--- src/rtl/oam_dma.sv ---
// oam_dma: sprite-memory DMA engine on the CPU bus.
// A CPU write of a page number to TRIGGER_ADDR halts the CPU and copies the
// 256 bytes of that page to DEST_ADDR, one read cycle plus one write cycle
// per byte. While idle the CPU bus is passed straight through to memory.
// Optional feature macro: OAM_DMA_PARITY_ALIGN_EN. When defined, the halt is
// stretched so that every READ cycle starts with phase == 0.
module oam_dma #(
    parameter int                    WIDTH        = 8,
    parameter int                    ADDR_WIDTH   = 16,
    parameter logic [ADDR_WIDTH-1:0] TRIGGER_ADDR = 16'h4014,
    parameter logic [ADDR_WIDTH-1:0] DEST_ADDR    = 16'h2004
) (
    input  logic                  clk,
    input  logic                  reset_n,
    input  logic [ADDR_WIDTH-1:0] cpu_addr,
    input  logic                  cpu_we,
    input  logic [WIDTH-1:0]      cpu_dout,
    input  logic [WIDTH-1:0]      bus_din,
    output logic [ADDR_WIDTH-1:0] bus_addr,
    output logic                  bus_we,
    output logic [WIDTH-1:0]      bus_dout,
    output logic                  cpu_rdy,
    output logic                  busy,
    output logic                  done
);

    typedef enum logic [1:0] {
        ST_IDLE  = 2'd0,
        ST_ALIGN = 2'd1,
        ST_READ  = 2'd2,
        ST_WRITE = 2'd3
    } state_t;

    state_t           state_q;
    state_t           state_d;
    logic [7:0]       page_q;
    logic [7:0]       page_d;
    logic [7:0]       idx_q;
    logic [7:0]       idx_d;
    logic [WIDTH-1:0] data_q;
    logic [WIDTH-1:0] data_d;
    logic             phase_q;
    logic             phase_d;
    logic             cpu_rdy_q;
    logic             cpu_rdy_d;
    logic             busy_q;
    logic             busy_d;
    logic             done_q;
    logic             done_d;

    logic             trigger_s;
    logic             align_exit_s;

    // A DMA request is a CPU write to the trigger address; only honoured in IDLE.
    assign trigger_s = cpu_we && (cpu_addr == TRIGGER_ADDR);

`ifdef OAM_DMA_PARITY_ALIGN_EN
    // Leave ALIGN only when the next cycle will have phase == 0.
    assign align_exit_s = phase_q;
`else
    // Single ALIGN cycle; phase is kept running but does not gate anything.
    assign align_exit_s = 1'b1;
`endif

    // Next-state, datapath updates and bus multiplexing for the transfer FSM.
    always_comb begin
        state_d  = state_q;
        page_d   = page_q;
        idx_d    = idx_q;
        data_d   = data_q;
        phase_d  = ~phase_q;
        done_d   = 1'b0;
        bus_addr = cpu_addr;
        bus_we   = cpu_we;
        bus_dout = cpu_dout;
        case (state_q)
            ST_IDLE: begin
                // The trigger write itself still reaches memory via pass-through.
                if (trigger_s) begin
                    page_d  = cpu_dout[7:0];
                    idx_d   = 8'h00;
                    state_d = ST_ALIGN;
                end else begin
                    state_d = ST_IDLE;
                end
            end
            ST_ALIGN: begin
                bus_we   = 1'b0;
                bus_dout = {WIDTH{1'b0}};
                if (align_exit_s) begin
                    state_d = ST_READ;
                end else begin
                    state_d = ST_ALIGN;
                end
            end
            ST_READ: begin
                // Source address never leaves the page: idx is only 8 bits.
                bus_addr = ADDR_WIDTH'({page_q, idx_q});
                bus_we   = 1'b0;
                bus_dout = {WIDTH{1'b0}};
                data_d   = bus_din;
                state_d  = ST_WRITE;
            end
            ST_WRITE: begin
                bus_addr = DEST_ADDR;
                bus_we   = 1'b1;
                bus_dout = data_q;
                if (idx_q == 8'hFF) begin
                    state_d = ST_IDLE;
                    done_d  = 1'b1;
                end else begin
                    idx_d   = idx_q + 8'h01;
                    state_d = ST_READ;
                end
            end
            default: begin
                state_d = ST_IDLE;
            end
        endcase
        // Status outputs are registered from the next state so they line up
        // with the state register.
        cpu_rdy_d = (state_d == ST_IDLE);
        busy_d    = (state_d != ST_IDLE);
    end

    // State and datapath registers with synchronous active-low reset.
    always_ff @(posedge clk) begin
        if (!reset_n) begin
            state_q   <= ST_IDLE;
            page_q    <= 8'h00;
            idx_q     <= 8'h00;
            data_q    <= {WIDTH{1'b0}};
            phase_q   <= 1'b0;
            cpu_rdy_q <= 1'b1;
            busy_q    <= 1'b0;
            done_q    <= 1'b0;
        end else begin
            state_q   <= state_d;
            page_q    <= page_d;
            idx_q     <= idx_d;
            data_q    <= data_d;
            phase_q   <= phase_d;
            cpu_rdy_q <= cpu_rdy_d;
            busy_q    <= busy_d;
            done_q    <= done_d;
        end
    end

    assign cpu_rdy = cpu_rdy_q;
    assign busy    = busy_q;
    assign done    = done_q;

endmodule

--- config.mk ---
export PLATFORM = sky130hd
export DESIGN_NAME = oam_dma
export DESIGN_NICKNAME = d
export VERILOG_FILES = /design/src/rtl/oam_dma.sv
export SDC_FILE = /design/constraint.sdc
export NUM_CORES = 1
export LEC_CHECK = 0
export CORE_MARGIN = 10
export CORE_UTILIZATION = 30
export CTS_CLUSTER_DIAMETER = 100
export DETAILED_ROUTE_END_ITERATION = 12
export SLEW_MARGIN = 40
export SYNTH_ARGS = -nofsm -noshare
export SYNTH_HDL_FRONTEND = slang
export SYNTH_SLANG_ARGS = --single-unit
--- constraint.sdc ---
create_clock -name clk -period 3.81 [get_ports clk]
set_input_delay 0.762 -clock clk [delete_from_list [all_inputs] [get_ports clk]]
set_output_delay 0.762 -clock clk [all_outputs]
set_load 0.05 [all_outputs]
==> metrics <==
max-slew violations 0; number of global-route vias before repair approximately 1700; synth warn 0; Adder-Cell Fraction of Synth Area 0.745%; final hold vios 0; Setup Fix Bufs, Post-CTS 0; most frequent cells after synthesis 51 x nand2_1, 29 x dfxtp_1, 16 x o22ai_1; First-pass DRT Iterations 4; DP HPWL just over 4 mm; number of buffers created by CTS 5; Seq cells post-synth 29; CP startpoint state_q[1]$_SDFF_PN0_; critical path class reg -> out; chip width 94.8 um; Reg2Reg Capture Point idx_q[5]$_SDFFE_PN0P_; WP depth 3; first-pass GRT wire length a little under 9 mm; hold path start page_q[4]$_SDFFE_PN0P_; Hold WC Path Type reg -> reg; Worst R2R Start state_q[1]$_SDFF_PN0_; core area approximately 5500 um2; outcome finished clean; main combinational cell family by area after synthesis simple AND/OR/NAND/NOR gates; Worst-Margin Slew 655 ps; utilization after layout about 44%; Seq/Total Area, Yosys roughly a third; routed via count around 1700; num ports 63; final worst slack 599 ps; crit-path max cell delay just over 800 ps; Crit Path Max Fanout 17; slowest stage cell on the critical path clkdlybuf4s50_1; reg2reg path depth 5; Critical Path Source Type flip-flop; crit path capture type primary output; ys flop type dfxtp_1; total negative setup slack 0 ps; mux cell area share after synthesis roughly 4.8%; xor and xnor fraction of the mapped netlist area 0%; hold path depth 2; count leader, synth nand2_1; Max Root-Sink Buffers 2; post-synthesis async set-or-reset flop share 0%; post-synth net total roughly 250; unrepaired setup endpoints after global routing false; number of max-cap violations 0; Max H-tree Level 2; largest area contributor in the netlist dfxtp_1; Worst Hold Slack about 460 ps; Hold Path Sink page_q[4]$_SDFFE_PN0P_; initial core utilization between 30% and 40%; routed len/inst between 15 and 20 um; initial antenna violation count 0; pre-CTS setup slack between 600 and 700 ps; CTS Sinks 29; fin crit period 3210 ps; GRT Residual Overflow 0; final period utilization a little over four fifths; Leakage around 0.0009 uW; Worst Path Arrival 2450 ps; Die Span Y between 90 and 100 um; Routed WL 5.36 mm; largest net degree at the start of global routing 28; Compound-Gate Fraction of Synth Area 21.5%; Global Route Usage Sum between 10% and 20%; top cells by area, synth dfxtp_1 35%, nand2_1 11%, o22ai_1 6.0%; DRT antenna net count 0; DR iter-0 viols 94; via/cell ratio just under 5; cell family with most CP delay buffers and inverters; fmax approximately 310 MHz; Syn-to-layout area delta 44.8%; CTS tree yes; EDFF count, synth 0; nets approximately 300; Post-Syn Area per Cell between 7 and 8 um2; CP Cell Sequence and2_1 > a22o_1 > clkdlybuf4s50_1; Root Driver clkbuf_8; skew final 5.18 ps; Power Density between 300 and 400 nW/um2; GPL Wtd Cong 0.861; share of cells above drive strength 1 7.87%; worst path required time 3050 ps; clk_lat worst skew 280 ps; std cell rows 27; CTS clock-pin slew for the worst setup and hold paths 70 ps; simple-gate share of the synthesized area just under 30%; Netlist cell types between 40 and 50; hold_buf cts 0; Slew HR 56.3%; setup slack, reg-to-reg 1660 ps; # fillers between 500 and 600; area of the mapped netlist 1680 um2; Syn Inst Count 211; final setup fails 0; CP Buf/Inv Count 1; Port Buf Inserts 62; Yosys top cell area share 34.5%; die area 8990 um2; Post-CTS Resized 0; Overall Power about 770 uW; Antenna diodes 0; DRC errors left 0; Worst VDD drop a little over 0.2 mV
[stage by stage]
stage	cells	area, um2
2_1_floorplan	211	1680
3_5_place_dp	332	2330
5_1_grt	339	2430
4_1_cts	339	2430
6_report	339	2430
3_3_place_gp	332	2330
[worst reg2reg max path: cells and delay by family (launching register included)]
kind | cells | cell delay (ps)
flip-flops | 1 | 690
AO/OA/AOI/OAI | 3 | 670
AND/OR/NAND/NOR | 1 | 450
buffers and inverters | 1 | 230
[sequential cells by signal, indices dropped and copies added (netlist names)]
| signal | flops |
|---|---|
| busy | 1 |
| page_q | 8 |
| cpu_rdy | 1 |
| state_q | 2 |
| done | 1 |
| idx_q | 8 |
| data_q | 8 |
[cell families (layout without fill, tap and decap cells)]
group / after synthesis / count (layout)
simple gates: 87 / 87
compound gates: 54 / 54
buf+inv: 32 / 88
flops: 29 / 29
mux: 8 / 8
fa+ha+maj: 1 / 1
[worst max path at each step]
stage / to
6_report: bus_dout[4]
2_1_floorplan: bus_addr[14]
4_1_cts: bus_dout[4]
5_1_grt: bus_addr[6]
3_3_place_gp: bus_addr[9]
3_5_place_dp: bus_addr[5]
[cell usage in the layout (no fill, tap or decap), types with 2 or more instances in the layout]
master	synthesis	layout
nor2_1	6	6
a22o_1	8	8
nand2_1	51	51
nand4_1	4	4
clkdlybuf4s50_1	0	62
buf_4	2	4
o22ai_1	16	16
a211oi_1	2	2
o211ai_1	4	4
nand2b_1	3	3
nor4b_4	2	2
o21ai_0	2	2
clkbuf_8	0	5
a21oi_1	12	12
nor4_1	2	2
a31oi_1	3	3
nor2b_1	3	3
dfxtp_1	29	29
mux2i_1	8	8
nand3_1	4	4
inv_1	15	15
o21a_1	2	2
[area by class of cell]
cell class / instances / area, um2 / area share (%)
Tap cell: 72 / 90.1 / 3.70
Clock buffer: 5 / 68.8 / 2.83
Multi-Input combinational cell: 150 / 952 / 39.1
Clock inverter: 2 / 35.0 / 1.44
Sequential cell: 29 / 581 / 23.9
Timing Repair Buffer: 66 / 651 / 26.7
Inverter: 15 / 56.3 / 2.31
[report_power, final]
group | switching (uW) | total [uW] | internal (uW)
registers | 0.00577 | 303 | 303
clock network | 119 | 309 | 190
logic | 87.9 | 155 | 67.1
total | 207 | 767 | 560
[metal layers]
metal | up-vias | track usage, % | part of all wire [%]
met3 | 2 | 5.23 | 6.4
li1 | 854 | - | -
met2 | 46 | 20.1 | 52
met4 | 0 | 3.24 | 0.37
met1 | 782 | 14.1 | 41
met5 | - | 0 | 0
No activity file was read; power rests on OpenSTA's default activity.
